**src/rtl/wbsp_watchdog.sv**
```systemverilog
// Pipelined Wishbone watchdog between a bridge master port and the slave interconnect.
// Requests and responses pass combinationally; a slave that stalls or withholds acks too long is cut off with a bus error.
//
// state  | meaning
// ACTIVE | requests and responses pass through, outstanding and progress timer tracked
// FAULT  | slave isolated, master stalled, waiting for the master to drop cyc
module wbsp_watchdog #(
   parameter int AW      = 26,
   parameter int DW      = 32,
   parameter int LGDEPTH = 5,
   parameter int TIMEOUT = 1023
) (
   input  logic            i_clk,
   input  logic            i_reset,
   input  logic            i_wb_cyc,
   input  logic            i_wb_stb,
   input  logic            i_wb_we,
   input  logic [AW-1:0]   i_wb_addr,
   input  logic [DW-1:0]   i_wb_data,
   input  logic [DW/8-1:0] i_wb_sel,
   output logic            o_wb_stall,
   output logic            o_wb_ack,
   output logic            o_wb_err,
   output logic [DW-1:0]   o_wb_data,
   output logic            o_slv_cyc,
   output logic            o_slv_stb,
   output logic            o_slv_we,
   output logic [AW-1:0]   o_slv_addr,
   output logic [DW-1:0]   o_slv_data,
   output logic [DW/8-1:0] o_slv_sel,
   input  logic            i_slv_stall,
   input  logic            i_slv_ack,
   input  logic            i_slv_err,
   input  logic [DW-1:0]   i_slv_data,
   output logic            o_timeout
);

   typedef enum logic {ACTIVE = 1'b0, FAULT = 1'b1} state_t;

   localparam logic [LGDEPTH-1:0] MAX_OUT = '1;
   localparam logic [15:0]        TC      = 16'(TIMEOUT - 1);

   state_t             state;
   logic [LGDEPTH-1:0] outstanding;
   logic [15:0]        timer;
   logic               fault_err;
   logic               timeout_q;

   logic active, full, pending, req_stall, accept, resp, fire, timer_clr;

   // Gating with i_reset keeps every request/response output low while reset is held.
   assign active    = (state == ACTIVE) && !i_reset;
   assign full      = (outstanding == MAX_OUT);
   assign pending   = (outstanding != '0);
   assign req_stall = i_slv_stall | full;
   assign accept    = active & i_wb_cyc & i_wb_stb & ~req_stall;
   assign resp      = active & i_wb_cyc & (i_slv_ack | i_slv_err) & pending;
   assign fire      = active & (timer == TC) & ~accept & ~resp;
   assign timer_clr = fire | (state == FAULT) | accept | resp | ~i_wb_cyc
                    | (~i_wb_stb & ~pending);

   assign o_slv_cyc  = active & i_wb_cyc;
   assign o_slv_stb  = active & i_wb_cyc & i_wb_stb & ~full;
   assign o_slv_we   = ~i_reset & i_wb_we;
   assign o_slv_addr = i_reset ? '0 : i_wb_addr;
   assign o_slv_data = i_reset ? '0 : i_wb_data;
   assign o_slv_sel  = i_reset ? '0 : i_wb_sel;

   assign o_wb_stall = ~i_reset & ((state == FAULT) | req_stall);
   assign o_wb_ack   = active & i_wb_cyc & i_slv_ack & ~i_slv_err & pending;
   assign o_wb_err   = (active & i_wb_cyc & i_slv_err) | fault_err;
   assign o_wb_data  = i_slv_data;
   assign o_timeout  = timeout_q;

   always_ff @(posedge i_clk or posedge i_reset) begin
      if (i_reset) begin
         state       <= ACTIVE;
         outstanding <= '0;
         timer       <= '0;
         fault_err   <= 1'b0;
         timeout_q   <= 1'b0;
      end else begin
         fault_err <= fire;
         timeout_q <= fire;

         case (state)
            ACTIVE:  if (fire)      state <= FAULT;
            FAULT:   if (!i_wb_cyc) state <= ACTIVE;
            default:                state <= ACTIVE;
         endcase

         // A slave error aborts the whole burst, so the count restarts from zero.
         if (fire || !i_wb_cyc || state == FAULT || i_slv_err)
            outstanding <= '0;
         else if (accept && !resp)
            outstanding <= outstanding + 1'b1;
         else if (resp && !accept)
            outstanding <= outstanding - 1'b1;

         if (timer_clr)
            timer <= '0;
         else if (timer != 16'hffff)
            timer <= timer + 1'b1;
      end
   end

endmodule

```
**config.mk**
```make
export PLATFORM = sky130hd
export DESIGN_NAME = wbsp_watchdog
export DESIGN_NICKNAME = d
export VERILOG_FILES = /design/src/rtl/wbsp_watchdog.sv
export SDC_FILE = /design/constraint.sdc
export NUM_CORES = 1
export LEC_CHECK = 0
export BUFFER_PORTS_ARGS = -buffer_cell sky130_fd_sc_hd__buf_2
export CELL_PAD_IN_SITES_DETAIL_PLACEMENT = 0
export CELL_PAD_IN_SITES_GLOBAL_PLACEMENT = 1
export CORE_MARGIN = 1
export CORE_UTILIZATION = 26
export DETAILED_ROUTE_END_ITERATION = 7
export PLACE_DENSITY = 0.92
export SLEW_MARGIN = 30
export SYNTH_ARGS = -nofsm -noshare
export SYNTH_HDL_FRONTEND = slang
export SYNTH_SLANG_ARGS = --single-unit
```
**constraint.sdc**
```tcl
create_clock -name i_clk -period 5.4 [get_ports i_clk]
set_clock_uncertainty 0.05 [all_clocks]
set_input_delay 0.54 -clock i_clk [delete_from_list [all_inputs] [get_ports i_clk]]
set_output_delay 0.54 -clock i_clk [all_outputs]
set_load 0.005 [all_outputs]
```
==> run metrics, run 1 <==
status=completed; Logic pwr share=0.308; final setup margin=2.24 ns; HP Class=flop to flop; EDFF count, synth=0; Synth cell types=48; Routed wire per std cell=roughly 14 um; cell area after synthesis=2180 sq um; crit start category=input pin; drt total wl=6560 um; NetSw=120 uW; Cells after Synth=266; CTS Buf Count=3; ANT cells=0; number of primary I/O pins=203; async set-reset flop share out of synthesis=1.00; post-route clock period utilization=0.586; fill count=892; Arr. time, crit path=3.26 ns; initial antenna violation count=0; Clk pwr share=0.255; WS Path Type=input pin to flop; Final Hold Fails=0; dpl hpwl=approximately 5400 um; Global Route Usage Sum=0.141; CTS Hold Bufs=0; total number of vias=2192; Synth warnings=0; Finish-stage setup viols=0; slowest stage delay, CP=0.42 ns; Final Slew Violations=0; register area=576 sq um; Reg clk slew, reported paths=around 0.080 ns; syn_area_per_cell=8.21 sq um; Synth Flop Type=dfrtp_1; Routed Antenna Nets=0; Synth area leaders=dfrtp_1, nor2b_1, buf_4, nor2_1, ha_1; FF+latch count, synth=23; DR DRC count=0; area fraction of the dominant cell type after synthesis=0.264; Min Clock Period, post-route=3.16 ns; Yosys top cell by area=dfrtp_1; Die Area=about 8800 sq um; pre-CTS setup slack=1.97 ns; vias per cell=~4.6; Pleak=0.00144 uW; Required @ worst endpoint=roughly 5.5 ns; max layer used=met4; gp weighted congestion=slightly above 0.8; met3 WL=about 500 um; routed length on met1=2870 um; Max Fclk=316 MHz; Bufs and invs on worst path=2; CTS tree=yes; CTS HTree Levels=1; actual slew at the worst max-slew pin=0.627 ns; internal power=around 300 uW; Starting Density=0.267; Seq/Total Area, Yosys=0.264; crit path max fanout=67; drt first pass iters=4; Placement Rows=33; worst vdd ir=0.0806 mV; area of the multi-input gates=between 1000 and 1500 sq um; largest net degree at the start of global routing=68; Syn Nets=around 370; Setup Total Neg Slack=0 ns; P per Cell Area=149 nW/um^2; max-cap violations=0; total clock sinks=23; critical path, cell by cell=buf_2, buf_4, nor4bb_1, o21ai_0, or3_1, ha_1, nand2b_1, a21oi_1, mux2_2, a22o_1, a32o_1; post_cts resized=0; drt initial violations=172; core area=8180 sq um; IO Port Bufs=138; Root Driver=clkbuf_8; element type at the critical path end=flop; RSZ-0062 raised after global routing=false; clock buffer depth=2; grt total ovfl=0; die width=between 90 and 100 um; layout cells sized above 1=0.411; area grow syn2layout=26.9%; first-pass GRT wire length=9850 um; DR WL met2=around 3000 um; switching fraction of total power=0.291; Slew headroom=0.582; nets=476; die height=93.6 um; vias in the first global route=2040; Clk Latency, worst-skew pair=between 0.2 and 0.3 ns; Seq pwr share=0.437; post-CTS setup buffers=0; Crit-path slowest cell=or3_1; delay-heaviest family, CP=compound AO/OA/AOI/OAI gates
==> path summary, 6_finish.rpt <==
path,from,endpoint,slack [ns],depth (start not counted)
max in group asynchronous,i_reset,timer[9],4.27,3
max reg2reg,outstanding[0],outstanding[4],2.35,9
min reg2reg,timer[14],timer[14],0.47,1
max,i_reset,outstanding[4],2.24,11
min in group asynchronous,i_reset,outstanding[3],0.67,3
min,timer[14],timer[14],0.47,1
==> power groups by stage <==
stage / Clock [uW] / Combinational (uW) / Sequential [uW]
finish: 105 / 127 / 180
CTS: 109 / 128 / 180
global placement: 0 / 126 / 183
floorplan: 0 / 86.3 / 182
global route: 118 / 141 / 180
detailed placement: 0 / 128 / 183
==> layout make-up <==
type                            count  share of cell area
Inverter                            7             0.00948
Clock buffer                        4              0.0163
Tap cell                          105              0.0474
Multi-Input combinational cell    194               0.467
Timing Repair Buffer              139               0.252
Sequential cell                    23               0.208
==> state kept, by name (all words and copies together), names as in the netlist <==
signal	cells
timer	16
outstanding	5
o_timeout	1
state	1
==> cell usage in the layout (no fill, tap or decap), types with 2 or more instances in the layout <==
cell type	count
o21ai_0	6
clkbuf_8	3
and4_1	2
nand4_1	6
xnor2_1	3
inv_1	6
xor2_1	7
nor2_1	22
nor3b_1	2
nand2b_1	4
nor2b_1	66
nand2_1	12
nand3_1	5
o211ai_1	3
a21oi_1	7
buf_2	138
ha_1	5
o2111ai_1	2
a21o_1	4
o22ai_1	4
mux2i_1	4
and3_1	5
nor3_1	3
dfrtp_1	23
==> stage by stage <==
step	hold WS, ns	instances	cell area (sq um)	power (uW)	util
after detailed placement	0.463	468	2730	311	0.333
final	0.473	472	2770	412	0.339
after global placement	0.462	468	2730	309	0.333
after CTS	0.475	472	2770	417	0.339
after floorplan	0.435	266	2180	268	-
after global routing	0.489	472	2770	440	0.339
==> cells in the mapped netlist, types with 2 or more instances <==
master and n:
a21o_1 4, a21oi_1 7, and3_1 5, and4_1 2, buf_4 32, clkbuf_1 8, dfrtp_1 23, ha_1 5
inv_1 7, mux2i_1 4, nand2_1 12, nand2b_1 4, nand3_1 5, nand4_1 6, nor2_1 22, nor2b_1 66
nor3_1 3, nor3b_1 2, o2111ai_1 2, o211ai_1 3, o21ai_0 6, o22ai_1 4, xnor2_1 3, xor2_1 7
==> logic make-up after synthesis <==
logic type | after synthesis | synth area share
mux | 5 | 0.0235
xor+xnor | 10 | 0.0401
compound gates | 36 | 0.124
buf+inv | 49 | 0.143
fa+ha+maj | 6 | 0.0378
simple gates | 137 | 0.368
flops | 23 | 0.264
==> routing by layer <==
metal  GRT usage  vias up
li1            -     1071
met1       0.187     1002
met2       0.221      103
met3      0.0244       16
met4      0.0667        0
met5           0        -
No activity file was read; power rests on OpenSTA's default activity.
==> inputs of run 2 (changes only) <==
--- a/config.mk
+++ b/config.mk
@@ -9,9 +9,9 @@
 export CELL_PAD_IN_SITES_DETAIL_PLACEMENT = 0
 export CELL_PAD_IN_SITES_GLOBAL_PLACEMENT = 1
 export CORE_MARGIN = 1
-export CORE_UTILIZATION = 26
+export CORE_UTILIZATION = 24
 export DETAILED_ROUTE_END_ITERATION = 7
-export PLACE_DENSITY = 0.92
+export PLACE_DENSITY = 0.86
 export SLEW_MARGIN = 30
 export SYNTH_ARGS = -nofsm -noshare
 export SYNTH_HDL_FRONTEND = slang
==> constraint.sdc (replaced) <==
create_clock -name i_clk -period 3.3 [get_ports i_clk]
set_clock_uncertainty 0.05 [all_clocks]
set_input_delay 0.33 -clock i_clk [delete_from_list [all_inputs] [get_ports i_clk]]
set_output_delay 0.33 -clock i_clk [all_outputs]
set_load 0.005 [all_outputs]
==> run 2 against run 1 <==
Effect of this change: design area is 0.41% higher; critical path depth fell by 2; critical path type is now flop to flop; register-to-register slack worse by 2.1 ns; non-clock buffer count grew 1; via count is 0.18% higher; largest cell class unchanged; clock-buffer cell count stayed put; worst hold slack got worse by 0.21 ns.
==> run metrics, run 2 (synthesized netlist as in run 1, its figures left out) <==
Die Area=9480 sq um (+8.2%); Min Clock Period, post-route=3.09 ns; max layer used=met4; die height=97.4 um (+4.0%); core area=8760 sq um (+7.2%); biggest regs=timer: 16 flops, outstanding: 5 flops; grt total ovfl=0 (unchanged); first-pass GRT wire length=11000 um (+12%); drt total wl=7030 um (+7.0%); clock buffer depth=2 (unchanged); max-cap violations=0 (unchanged); Clk pwr share=0.262 (+0.007); Logic pwr share=0.309 (about the same); post-CTS setup buffers=0 (unchanged); Pleak=0.00145 uW (+0.41%); Starting Density=0.249 (-0.0179); placed inst area=2740 sq um (+0.41%); crit path max fanout=6 (-91%); status=completed; finished layout cell area=2780 sq um (+0.41%); post_cts resized=0 (unchanged); Reg clk slew, reported paths=0.08 ns (about the same); drt first pass iters=4 (unchanged); CTS Buf Count=3 (unchanged); CTS tree=yes; Largest register FFs=16 (unchanged); Clk Latency, worst-skew pair=0.27 ns (about the same); nets=477 (+0.21%); NetSw=207 uW (+73%); number of primary I/O pins=203 (unchanged); Final Slew Violations=0 (unchanged); Required @ worst endpoint=3.41 ns (-2.09 ns); Slew headroom=0.608 (+0.0258); actual slew at the worst max-slew pin=0.588 ns (-0.0387 ns); area grow syn2layout=27.4%; post-route clock period utilization=0.936; switching fraction of total power=0.302 (+0.0106); WS Path Type=flop to flop; commonest non-fill, non-tap cells in the layout=buf_2, nor2b_1, dfrtp_1, nor2_1, nand2_1; total clock sinks=23 (unchanged); routed length on met1=2890 um (+0.70%); Finish-stage setup viols=0 (unchanged); initial antenna violation count=0 (unchanged); Routed Antenna Nets=0 (unchanged); crit start category=flop; Setup Total Neg Slack=0 ns (unchanged); layout cells sized above 1=0.410 (-0.00112); HP Class=input pin to flop; vias in the first global route=2199 (+7.8%); drt initial violations=83 (-52%); Root Driver=clkbuf_8; vias per cell=4.61 (-0.66%); met3 WL=469 um (-5.8%); total number of vias=2196 (+0.18%); worst vdd ir=0.135 mV (+68%); CTS Hold Bufs=0 (unchanged); Routed wire per std cell=14.8 um (+6.1%); internal power=479 uW (+64%); IO Port Bufs=138 (unchanged); ANT cells=0 (unchanged); P per Cell Area=246 nW/um^2 (+66%); element type at the critical path end=flop; Global Route Usage Sum=0.145 (+0.00406); Seq pwr share=0.429 (-0.008); Arr. time, crit path=3.20 ns (-0.06 ns); Placement Rows=34 (+3.0%); Final Hold Fails=0 (unchanged); Max Fclk=around 320 MHz; gp weighted congestion=0.931 (+15%); largest net degree at the start of global routing=67 (-1.5%); most common cell after layout, fill and taps aside=buf_2; DR DRC count=0 (unchanged); CTS HTree Levels=1 (unchanged); dpl hpwl=5960 um (+11%); largest reg by FF count=timer; die width=97.4 um (+4.0%); RSZ-0062 raised after global routing=false; DR WL met2=3480 um (+16%)
run 2: final cells by class:
| type | count | area [sq um] |
|---|---|---|
| Fill cell | 947 | 5980 |
| Multi-Input combinational cell | 194 | 1290 |
| Timing Repair Buffer | 140 | 706 |
| Inverter | 7 | 26.3 |
| Clock buffer | 4 | 45.0 |
| Tap cell | 108 | 135 |
| Sequential cell | 23 | 576 |
run 2: worst max-delay path, stage by stage (launching register included):
cell and delay (ns):
dfrtp_1 0.46, nor4_4 0.38, a21oi_2 0.16, or3_1 0.46, ha_1 0.38, nand2b_1 0.07
a21oi_1 0.23, mux2_2 0.36, a22o_1 0.18, a32o_1 0.25
run 2: power groups by stage:
stage	Sequential (uW)	Combinational [uW]	Clock, uW
6_report	294	212	179
5_1_grt	295	233	198
4_1_cts	294	215	183
3_5_place_dp	300	214	0
3_3_place_gp	299	211	0
2_1_floorplan	298	141	0
run 2: path summary, 6_finish.rpt:
kind	startpoint	endpoint	slack, ns	cells past startpoint
hold / removal	i_wb_cyc	state	0.26	2
setup reg to reg	outstanding[3]	outstanding[4]	0.21	9
hold reg to reg	timer[14]	timer[14]	0.49	1
min in group asynchronous	i_reset	outstanding[4]	0.39	3
setup / recovery	outstanding[3]	outstanding[4]	0.21	9
max in group asynchronous	i_reset	timer[11]	2.26	4
run 2: routing by layer:
metal,global-route usage,vias to the layer above
met5,0,-
met4,0.0645,0
met3,0.0288,14
met2,0.256,100
met1,0.169,1008
li1,-,1074
run 2: per-stage QoR:
step / hold WS (ns) / cells / setup WS [ns] / total power, uW / util
after floorplan: 0.397 / 266 / 0.485 / 439 / -
after global placement: 0.461 / 472 / 0.337 / 510 / 0.312
after detailed placement: 0.476 / 472 / 0.246 / 514 / 0.312
after CTS: 0.256 / 476 / 0.223 / 691 / 0.318
after global routing: 0.271 / 476 / 0.0986 / 726 / 0.318
final: 0.262 / 476 / 0.210 / 685 / 0.318
